$ cat src/rtl/spi_msg_pkg.sv
// Shared constants, encodings and helpers for the spi_msg master.
package spi_msg_pkg;

    // Header opcodes (upper bits of the first MOSI byte)
    localparam logic [7:0] OP_STATUS    = 8'h00;
    localparam logic [7:0] OP_READ      = 8'h80;
    localparam logic [7:0] OP_WRITE     = 8'hC0;
    localparam logic [7:0] STATUS_MAGIC = 8'h5A;

    // Frame lengths in bytes
    localparam int unsigned STATUS_BYTES = 2;

    typedef enum logic [1:0] {
        CMD_STATUS = 2'b00,
        CMD_RSVD   = 2'b01,
        CMD_READ   = 2'b10,
        CMD_WRITE  = 2'b11
    } cmd_op_e;

    typedef enum logic [2:0] {
        ST_IDLE,
        ST_SETUP,
        ST_XFER,
        ST_HOLD,
        ST_GAP
    } msg_state_e;

    typedef enum logic [1:0] {
        BY_IDLE,
        BY_LOW,
        BY_HIGH
    } byte_state_e;

    // Register frames carry one header byte plus the data word
    function automatic int unsigned reg_frame_bytes(input int unsigned data_w);
        return 1 + data_w / 8;
    endfunction

    // First byte of a frame for a given command
    function automatic logic [7:0] header_byte(input cmd_op_e op, input logic [7:0] reg8);
        case (op)
            CMD_READ:  return OP_READ | reg8;
            CMD_WRITE: return OP_WRITE | reg8;
            default:   return OP_STATUS;
        endcase
    endfunction

endpackage

$ cat src/rtl/spi_master_byte.sv
// Mode-3 single-byte shifter. A held start_i chains the next byte with no
// idle time; load_o pulses when tx_i is consumed, done_o when rx_o is valid.
module spi_master_byte
    import spi_msg_pkg::*;
#(
    parameter int unsigned CLK_DIV = 6
) (
    input  logic       clk50MHz,
    input  logic       reset,
    input  logic       start_i,
    input  logic [7:0] tx_i,
    input  logic       miso_i,
    output logic       sclk_o,
    output logic       mosi_o,
    output logic       load_o,
    output logic       done_o,
    output logic [7:0] rx_o
);

    localparam int unsigned CNT_W = $clog2(CLK_DIV) + 1;

    byte_state_e      state_q;
    logic [CNT_W-1:0] cnt_q;
    logic [2:0]       bit_q;
    logic [7:0]       tx_sh_q;
    logic [7:0]       rx_sh_q;
    logic [7:0]       rx_q;
    logic             sclk_q;
    logic             mosi_q;
    logic             load_q;
    logic             done_q;

    // Half-period sequencer: fall + MOSI update, then rise + MISO capture
    always_ff @(posedge clk50MHz) begin
        if (reset) begin
            state_q <= BY_IDLE;
            cnt_q   <= '0;
            bit_q   <= '0;
            tx_sh_q <= '0;
            rx_sh_q <= '0;
            rx_q    <= '0;
            sclk_q  <= 1'b1;
            mosi_q  <= 1'b0;
            load_q  <= 1'b0;
            done_q  <= 1'b0;
        end else begin
            load_q <= 1'b0;
            done_q <= 1'b0;
            case (state_q)
                BY_IDLE: begin
                    if (start_i) begin
                        sclk_q  <= 1'b0;
                        mosi_q  <= tx_i[7];
                        tx_sh_q <= {tx_i[6:0], 1'b0};
                        bit_q   <= '0;
                        cnt_q   <= '0;
                        load_q  <= 1'b1;
                        state_q <= BY_LOW;
                    end
                end
                BY_LOW: begin
                    if (cnt_q == CNT_W'(CLK_DIV - 1)) begin
                        sclk_q  <= 1'b1;
                        rx_sh_q <= {rx_sh_q[6:0], miso_i};
                        cnt_q   <= '0;
                        state_q <= BY_HIGH;
                    end else begin
                        cnt_q <= cnt_q + CNT_W'(1);
                    end
                end
                BY_HIGH: begin
                    if (cnt_q == CNT_W'(CLK_DIV - 1)) begin
                        cnt_q <= '0;
                        if (bit_q == 3'd7) begin
                            done_q <= 1'b1;
                            rx_q   <= rx_sh_q;
                            if (start_i) begin
                                sclk_q  <= 1'b0;
                                mosi_q  <= tx_i[7];
                                tx_sh_q <= {tx_i[6:0], 1'b0};
                                bit_q   <= '0;
                                load_q  <= 1'b1;
                                state_q <= BY_LOW;
                            end else begin
                                state_q <= BY_IDLE;
                            end
                        end else begin
                            sclk_q  <= 1'b0;
                            mosi_q  <= tx_sh_q[7];
                            tx_sh_q <= {tx_sh_q[6:0], 1'b0};
                            bit_q   <= bit_q + 3'd1;
                            state_q <= BY_LOW;
                        end
                    end else begin
                        cnt_q <= cnt_q + CNT_W'(1);
                    end
                end
                default: state_q <= BY_IDLE;
            endcase
        end
    end

    assign sclk_o = sclk_q;
    assign mosi_o = mosi_q;
    assign load_o = load_q;
    assign done_o = done_q;
    assign rx_o   = rx_q;

endmodule

$ cat src/rtl/spi_msg_master.sv
// Mode-3 SPI master issuing complete spi_msg frames (status/read/write).
// Optional: define SPI_MSG_MASTER_STATUS_CHECK_EN to add the sticky status_err output.
module spi_msg_master
    import spi_msg_pkg::*;
#(
    parameter int unsigned CLK_DIV = 6,
    parameter int unsigned REG_W   = 4,
    parameter int unsigned DATA_W  = 32
) (
    input  logic              clk50MHz,
    input  logic              reset,
    input  logic              cmd_valid,
    output logic              cmd_ready,
    input  logic [1:0]        cmd_op,
    input  logic [REG_W-1:0]  cmd_reg,
    input  logic [DATA_W-1:0] cmd_wdata,
    output logic              rsp_valid,
    output logic [DATA_W-1:0] rsp_data,
    output logic              SCLK,
    output logic              MOSI,
    input  logic              MISO,
    output logic              SS
`ifdef SPI_MSG_MASTER_STATUS_CHECK_EN
    ,
    output logic              status_err
`endif
);

    localparam int unsigned CNT_W     = $clog2(CLK_DIV) + 1;
    localparam int unsigned REG_BYTES = reg_frame_bytes(DATA_W);
    localparam int unsigned BCNT_W    = $clog2(REG_BYTES + 1);

    msg_state_e        state_q;
    cmd_op_e           op_q;
    logic [REG_W-1:0]  reg_q;
    logic [DATA_W-1:0] wsh_q;
    logic [DATA_W-1:0] data_q;
    logic [DATA_W-1:0] rsp_data_q;
    logic [7:0]        tx_q;
    logic [7:0]        last_rx_q;
    logic [CNT_W-1:0]  cnt_q;
    logic [BCNT_W-1:0] nbytes_q;
    logic [BCNT_W-1:0] idx_q;
    logic [BCNT_W-1:0] dcnt_q;
    logic              start_q;
    logic              ss_q;
    logic              ready_q;
    logic              rsp_valid_q;
    logic              err_q;

    logic              load;
    logic              done;
    logic [7:0]        rx_byte;

    spi_master_byte #(.CLK_DIV(CLK_DIV)) u_byte (
        .clk50MHz (clk50MHz),
        .reset    (reset),
        .start_i  (start_q),
        .tx_i     (tx_q),
        .miso_i   (MISO),
        .sclk_o   (SCLK),
        .mosi_o   (MOSI),
        .load_o   (load),
        .done_o   (done),
        .rx_o     (rx_byte)
    );

    // Frame sequencer: owns SS, feeds bytes to the shifter, builds the response
    always_ff @(posedge clk50MHz) begin
        if (reset) begin
            state_q     <= ST_IDLE;
            op_q        <= CMD_STATUS;
            reg_q       <= '0;
            wsh_q       <= '0;
            data_q      <= '0;
            rsp_data_q  <= '0;
            tx_q        <= '0;
            last_rx_q   <= '0;
            cnt_q       <= '0;
            nbytes_q    <= '0;
            idx_q       <= '0;
            dcnt_q      <= '0;
            start_q     <= 1'b0;
            ss_q        <= 1'b1;
            ready_q     <= 1'b0;
            rsp_valid_q <= 1'b0;
            err_q       <= 1'b0;
        end else begin
            rsp_valid_q <= 1'b0;
            case (state_q)
                ST_IDLE: begin
                    ready_q <= 1'b1;
                    if (cmd_valid && ready_q) begin
                        ready_q <= 1'b0;
                        op_q    <= cmd_op_e'(cmd_op);
                        reg_q   <= cmd_reg;
                        wsh_q   <= (cmd_op_e'(cmd_op) == CMD_WRITE) ? cmd_wdata : '0;
                        idx_q   <= '0;
                        dcnt_q  <= '0;
                        nbytes_q <= (cmd_op_e'(cmd_op) == CMD_STATUS) ?
                                    BCNT_W'(STATUS_BYTES) : BCNT_W'(REG_BYTES);
                        if (cmd_op_e'(cmd_op) == CMD_RSVD) begin
                            // No SPI activity: respond on the next cycle
                            cnt_q   <= CNT_W'(CLK_DIV - 1);
                            state_q <= ST_HOLD;
                        end else begin
                            cnt_q   <= '0;
                            ss_q    <= 1'b0;
                            state_q <= ST_SETUP;
                        end
                    end
                end
                ST_SETUP: begin
                    if (cnt_q == CNT_W'(CLK_DIV - 1)) begin
                        cnt_q   <= '0;
                        start_q <= 1'b1;
                        tx_q    <= header_byte(op_q, 8'(reg_q));
                        state_q <= ST_XFER;
                    end else begin
                        cnt_q <= cnt_q + CNT_W'(1);
                    end
                end
                ST_XFER: begin
                    // Stage the following byte as soon as the shifter takes one
                    if (load) begin
                        if (idx_q == nbytes_q - BCNT_W'(1)) begin
                            start_q <= 1'b0;
                        end else begin
                            idx_q <= idx_q + BCNT_W'(1);
                            tx_q  <= wsh_q[DATA_W-1 -: 8];
                            wsh_q <= wsh_q << 8;
                        end
                    end
                    if (done) begin
                        data_q    <= {data_q[DATA_W-9:0], rx_byte};
                        last_rx_q <= rx_byte;
                        if (dcnt_q == nbytes_q - BCNT_W'(1)) begin
                            cnt_q   <= CNT_W'(1);
                            state_q <= ST_HOLD;
                        end else begin
                            dcnt_q <= dcnt_q + BCNT_W'(1);
                        end
                    end
                end
                ST_HOLD: begin
                    if (cnt_q == CNT_W'(CLK_DIV - 1)) begin
                        ss_q        <= 1'b1;
                        rsp_valid_q <= 1'b1;
                        case (op_q)
                            CMD_STATUS: rsp_data_q <= DATA_W'(last_rx_q);
                            CMD_READ:   rsp_data_q <= data_q;
                            default:    rsp_data_q <= '0;
                        endcase
                        if (op_q == CMD_STATUS && last_rx_q != STATUS_MAGIC) begin
                            err_q <= 1'b1;
                        end
                        cnt_q   <= '0;
                        state_q <= ST_GAP;
                    end else begin
                        cnt_q <= cnt_q + CNT_W'(1);
                    end
                end
                ST_GAP: begin
                    if (cnt_q == CNT_W'(CLK_DIV - 1)) begin
                        cnt_q   <= '0;
                        ready_q <= 1'b1;
                        state_q <= ST_IDLE;
                    end else begin
                        cnt_q <= cnt_q + CNT_W'(1);
                    end
                end
                default: state_q <= ST_IDLE;
            endcase
        end
    end

    assign cmd_ready = ready_q;
    assign rsp_valid = rsp_valid_q;
    assign rsp_data  = rsp_data_q;
    assign SS        = ss_q;

`ifdef SPI_MSG_MASTER_STATUS_CHECK_EN
    assign status_err = err_q;
`else
    logic unused_err;
    assign unused_err = err_q;
`endif

endmodule

$ cat config.mk
export PLATFORM = sky130hd
export DESIGN_NAME = spi_msg_master
export DESIGN_NICKNAME = d
export VERILOG_FILES = /design/src/rtl/spi_msg_pkg.sv /design/src/rtl/spi_master_byte.sv /design/src/rtl/spi_msg_master.sv
export SDC_FILE = /design/constraint.sdc
export NUM_CORES = 1
export LEC_CHECK = 0
export BUFFER_PORTS_ARGS = -buffer_cell sky130_fd_sc_hd__buf_2
export CAP_MARGIN = 0
export CORE_UTILIZATION = 52
export CTS_CLUSTER_SIZE = 20
export DETAILED_ROUTE_END_ITERATION = 10
export PLACE_DENSITY = 0.82
export SLEW_MARGIN = 10
export SYNTH_ARGS = -nofsm -noshare
export SYNTH_HDL_FRONTEND = slang
export SYNTH_HIERARCHICAL = 1
export SYNTH_SLANG_ARGS = --single-unit
$ cat constraint.sdc
create_clock -name clk50MHz -period 1.9 [get_ports clk50MHz]
set_input_delay 0.38 -clock clk50MHz [delete_from_list [all_inputs] [get_ports clk50MHz]]
set_output_delay 0.38 -clock clk50MHz [all_outputs]
set_load 0.1 [all_outputs]
==> impl_metrics.csv <==
group,metric,value,unit
run_status,status,"finished with violations",
run_status,violations,"DRC",
timing,period_share,0.9967,
place,placed_cell_area,7398,sq um
synth,seq_area_frac_synth,0.4962,
critical_path,worst-path-buf-inv,3,
power_and_ir_drop,pwr_density_cell,982.0,nW/um^2
global_routing,grt-ovfl-total,0,
cts,htreeDepth,4,
routing,wl_per_cell,15.00,um
power_and_ir_drop,p_sw,2.066,mW
hold_path,min_to,"wsh_q[7]$_SDFFE_PP0P_",
global_routing,grt_pass1_wl,23650,um
cts,cts_tree,"done",
routing,drt_iter0_markers,481,
timing,fmax,528.0,MHz
final_layout,drive_gt1_frac,0.2270,
place,dp_slack,-50.90,ps
routing,viasPerCell,5.584,
critical_path,criticalPathCategory,"reg2reg",
critical_path,cp_top_family,"compound AO/OA/AOI/OAI gates",
critical_path,r2r-start,"nbytes_q[0]$_SDFFE_PP0P_",
place,routabilityCongestion,0.8027,
synth,yosys_warnings,6,
routing,wirelength,15270,um
routing,dr_total_vias,5685,
floorplan,core.rowCount,41,
cts,cts_num_sinks,166,
floorplan,dieWidth,115.5,um
synth,synth_area_per_cell,8.954,sq um
floorplan,ios,79,
synth,synth_seq_cells,166,
final_layout,multiInputGateArea,3231,sq um
final_layout,most-common-layout-cells,"163 x dfxtp_1, 141 x nand2_1, 78 x buf_2, 66 x a21oi_1, 65 x nor2_1",
final_layout,antenna_cells,0,
place,io_buffer_count,78,
critical_path,cpPeakStageDelay,330,ps
critical_path,cpMaxStageDelayCell,"dfxtp_2",
timing,setup_ws,6.218,ps
global_routing,antenna_found_initial,0,
critical_path,crit_required,2240,ps
critical_path,startpoint,"nbytes_q[0]$_SDFFE_PP0P_",
power_and_ir_drop,swShare,0.2553,
timing,setup_viol,0,
final_layout,area_growth,23.07,%
routing,drtAntennaViolNets,0,
critical_path,timing.rr.end,"wsh_q[28]$_SDFFE_PP0P_",
hold_path,min_from,"cmd_wdata[7]",
critical_path,cp-start-kind,"register",
global_routing,grtUsageTotal,0.2254,
floorplan,die_area,13340,sq um
critical_path,cp_cell_sequence,"inv_2 > ha_4 > xor2_4 > o31ai_4 > a2bb2oi_4 > buf_6 > clkbuf_16 > a311oi_2",
synth,syn_nets,803,
cts,clockRootBuffer,"clkbuf_16",
final_layout,seq_area,3329,sq um
timing,slew_headroom,0.6619,
timing,whs,159.3,ps
critical_path,crit_path_end_kind,"register",
floorplan,die_h,115.5,um
hold_path,hold_path_class,"in2reg",
power_and_ir_drop,clockPowerShare,0.413,
cts,clkTransAtPathRegs,70,ps
power_and_ir_drop,p_comb_frac,0.129,
job,maxCapViolations,0,
cts,cts_hold_buf,0,
timing,worst_pin_slew,510.6,ps
power_and_ir_drop,irDropWorstVdd,0.8086,mV
timing,skew,6.946,ps
global_routing,grt_start_max_net_pins,43,
final_layout,post-route-util,0.6558,
timing,final_max_slew_viol_count,0,
timing,fin_tns_setup,0,ps
critical_path,critPathMaxFanout,7,
final_layout,final_common_cell,"dfxtp_1",
timing,hold_violations,0,
global_routing,grt_pass1_vias,5071,
power_and_ir_drop,intPower,6.028,mW
routing,first_pass_iters,8,
final_layout,final_cell_area,8243,sq um
timing,layout_min_cycle_time,1894,ps
power_and_ir_drop,p_seq_frac,0.458,
critical_path,r2r_slack,6,ps
place,hpwl,9301,um
synth,synthCells,748,
power_and_ir_drop,power.leakage,3.120,nW
critical_path,crit_arrival,2230,ps
synth,synth_cell_type_count,54,
final_layout,nets,888,
synth,syn_area,6698,sq um
routing,drc_errors,2,
cts,clk_latency,430,ps
cts,clock_path_buffers,2,
hold_path,hold_depth,2,
timing,rsz0062_at_grt,"true",
floorplan,core_area,12570,sq um
critical_path,reg2regPathDepth,8,
floorplan,start_util,0.5329,
cts,numCtsBuffers,17,
final_layout,fill_cells,958,
==> per-layer routing <==
layer / vias up / share of wire / track usage / wire, um
met5: - / 0 / 0 / 0
met4: 0 / 0.020 / 0.09177 / 312
met3: 31 / 0.039 / 0.05387 / 602
met2: 151 / 0.49 / 0.3705 / 7507
met1: 2685 / 0.45 / 0.2851 / 6851
li1: 2818 / - / - / -
==> cells in the mapped netlist, drive strengths merged <==
cell,n,area share
dfxtp,166,0.50
nand2,141,0.079
nor2,73,0.042
a21oi,67,0.050
a22o,42,0.055
nand3,37,0.028
clkbuf,33,0.019
a311oi,31,0.041
buf,20,0.021
mux2i,18,0.027
ha,13,0.024
a211oi,12,0.015
o21ai,11,0.0082
inv,10,0.0056
nor3,9,0.0075
nand2b,8,0.0078
and2,6,0.0056
xnor2,5,0.0065
nor3b,4,0.0045
or3,4,0.0037
a31oi,3,0.0028
and3b,3,0.0039
o31ai,3,0.0034
o32ai,3,0.0039
xor2,3,0.0039
a2111oi,2,0.0026
a2bb2oi,2,0.0052
and3,2,0.0019
nand3b,2,0.0028
nor2b,2,0.0019
or4,2,0.0022
a21bo,1,0.0015
a221oi,1,0.0013
a22oi,1,0.0032
a41o,1,0.0015
and2b,1,0.0011
mux2,1,0.0017
nor4b,1,0.0035
o2111ai,1,0.0013
o21bai,1,0.0011
o221ai,1,0.0013
or2,1,0.00093
==> state kept, by name (all words and copies together) (netlist names), 4 cells and up <==
name / flops
u_byte/cnt_q: 4
rsp_data: 32
wsh_q: 32
u_byte/rx_sh_q: 8
u_byte/rx_o: 8
reg_q: 4
tx_q: 8
u_byte/tx_sh_q: 8
data_q: 32
cnt_q: 4
==> worst register-to-register path, delay by kind of cell, from the launching register on <==
family / cells / cell delay [ps]
fa+ha+maj: 1 / 230
compound gates: 3 / 730
buf+inv: 3 / 360
xor+xnor: 1 / 170
flops: 1 / 330
==> repair_timing <==
item / in CTS / in global routing
setup endpoints to repair: 37 / 101
setup buffers: 0 / 6
hold endpoints to repair: 0 / 0
pin swaps: 0 / 27
gates resized for setup: 3 / 33
gates cloned: 0 / 4
==> cell families (layout without fill, tap and decap cells) <==
group	after synthesis	in the layout	synth area share
DFF	166	166	0.4962
AOI/OAI and AO/OA	183	183	0.1978
and+or+nand+nor	296	296	0.1969
buffers and inverters	63	161	0.04577
xor gates and xnor gates	8	8	0.01046
adders and majority gates	13	13	0.02429
muxes	19	19	0.02858
==> power groups by stage <==
stage                     Clock, mW  Sequential, mW  Combinational [mW]
after floorplan                   0            3.81               0.565
after global placement            0            3.77               0.834
after detailed placement          0            3.77               0.858
after CTS                      3.38            3.70               0.873
after global routing           3.55            3.72                1.13
final                          3.34            3.71                1.04
==> worst max path at each step <==
stage	endpoint	cells past startpoint
after floorplan	wsh_q[10]$_SDFFE_PP0P_	8
after global placement	rsp_data[21]$_SDFFE_PP0P_	7
after detailed placement	wsh_q[15]$_SDFFE_PP0P_	8
after CTS	wsh_q[17]$_SDFFE_PP0P_	8
after global routing	state_q[0]$_SDFFE_PP0P_	7
final	wsh_q[28]$_SDFFE_PP0P_	8
==> area by class of cell <==
| cell class | instances | share of cell area |
|---|---|---|
| timing repair buffer | 119 | 0.1023 |
| clock buffer | 22 | 0.05996 |
| tap | 172 | 0.02611 |
| multi-input combinational | 519 | 0.3919 |
| clock inverter | 10 | 0.01123 |
| inverter | 10 | 0.004554 |
| sequential | 166 | 0.4039 |
==> per-stage QoR <==
stage | cells | total power, mW
floorplan | 748 | 4.379
global placement | 978 | 4.601
detailed placement | 978 | 4.627
CTS | 1010 | 7.950
global route | 1018 | 8.403
finish | 1018 | 8.094
Note: power is estimated with default switching activity, not from simulation.
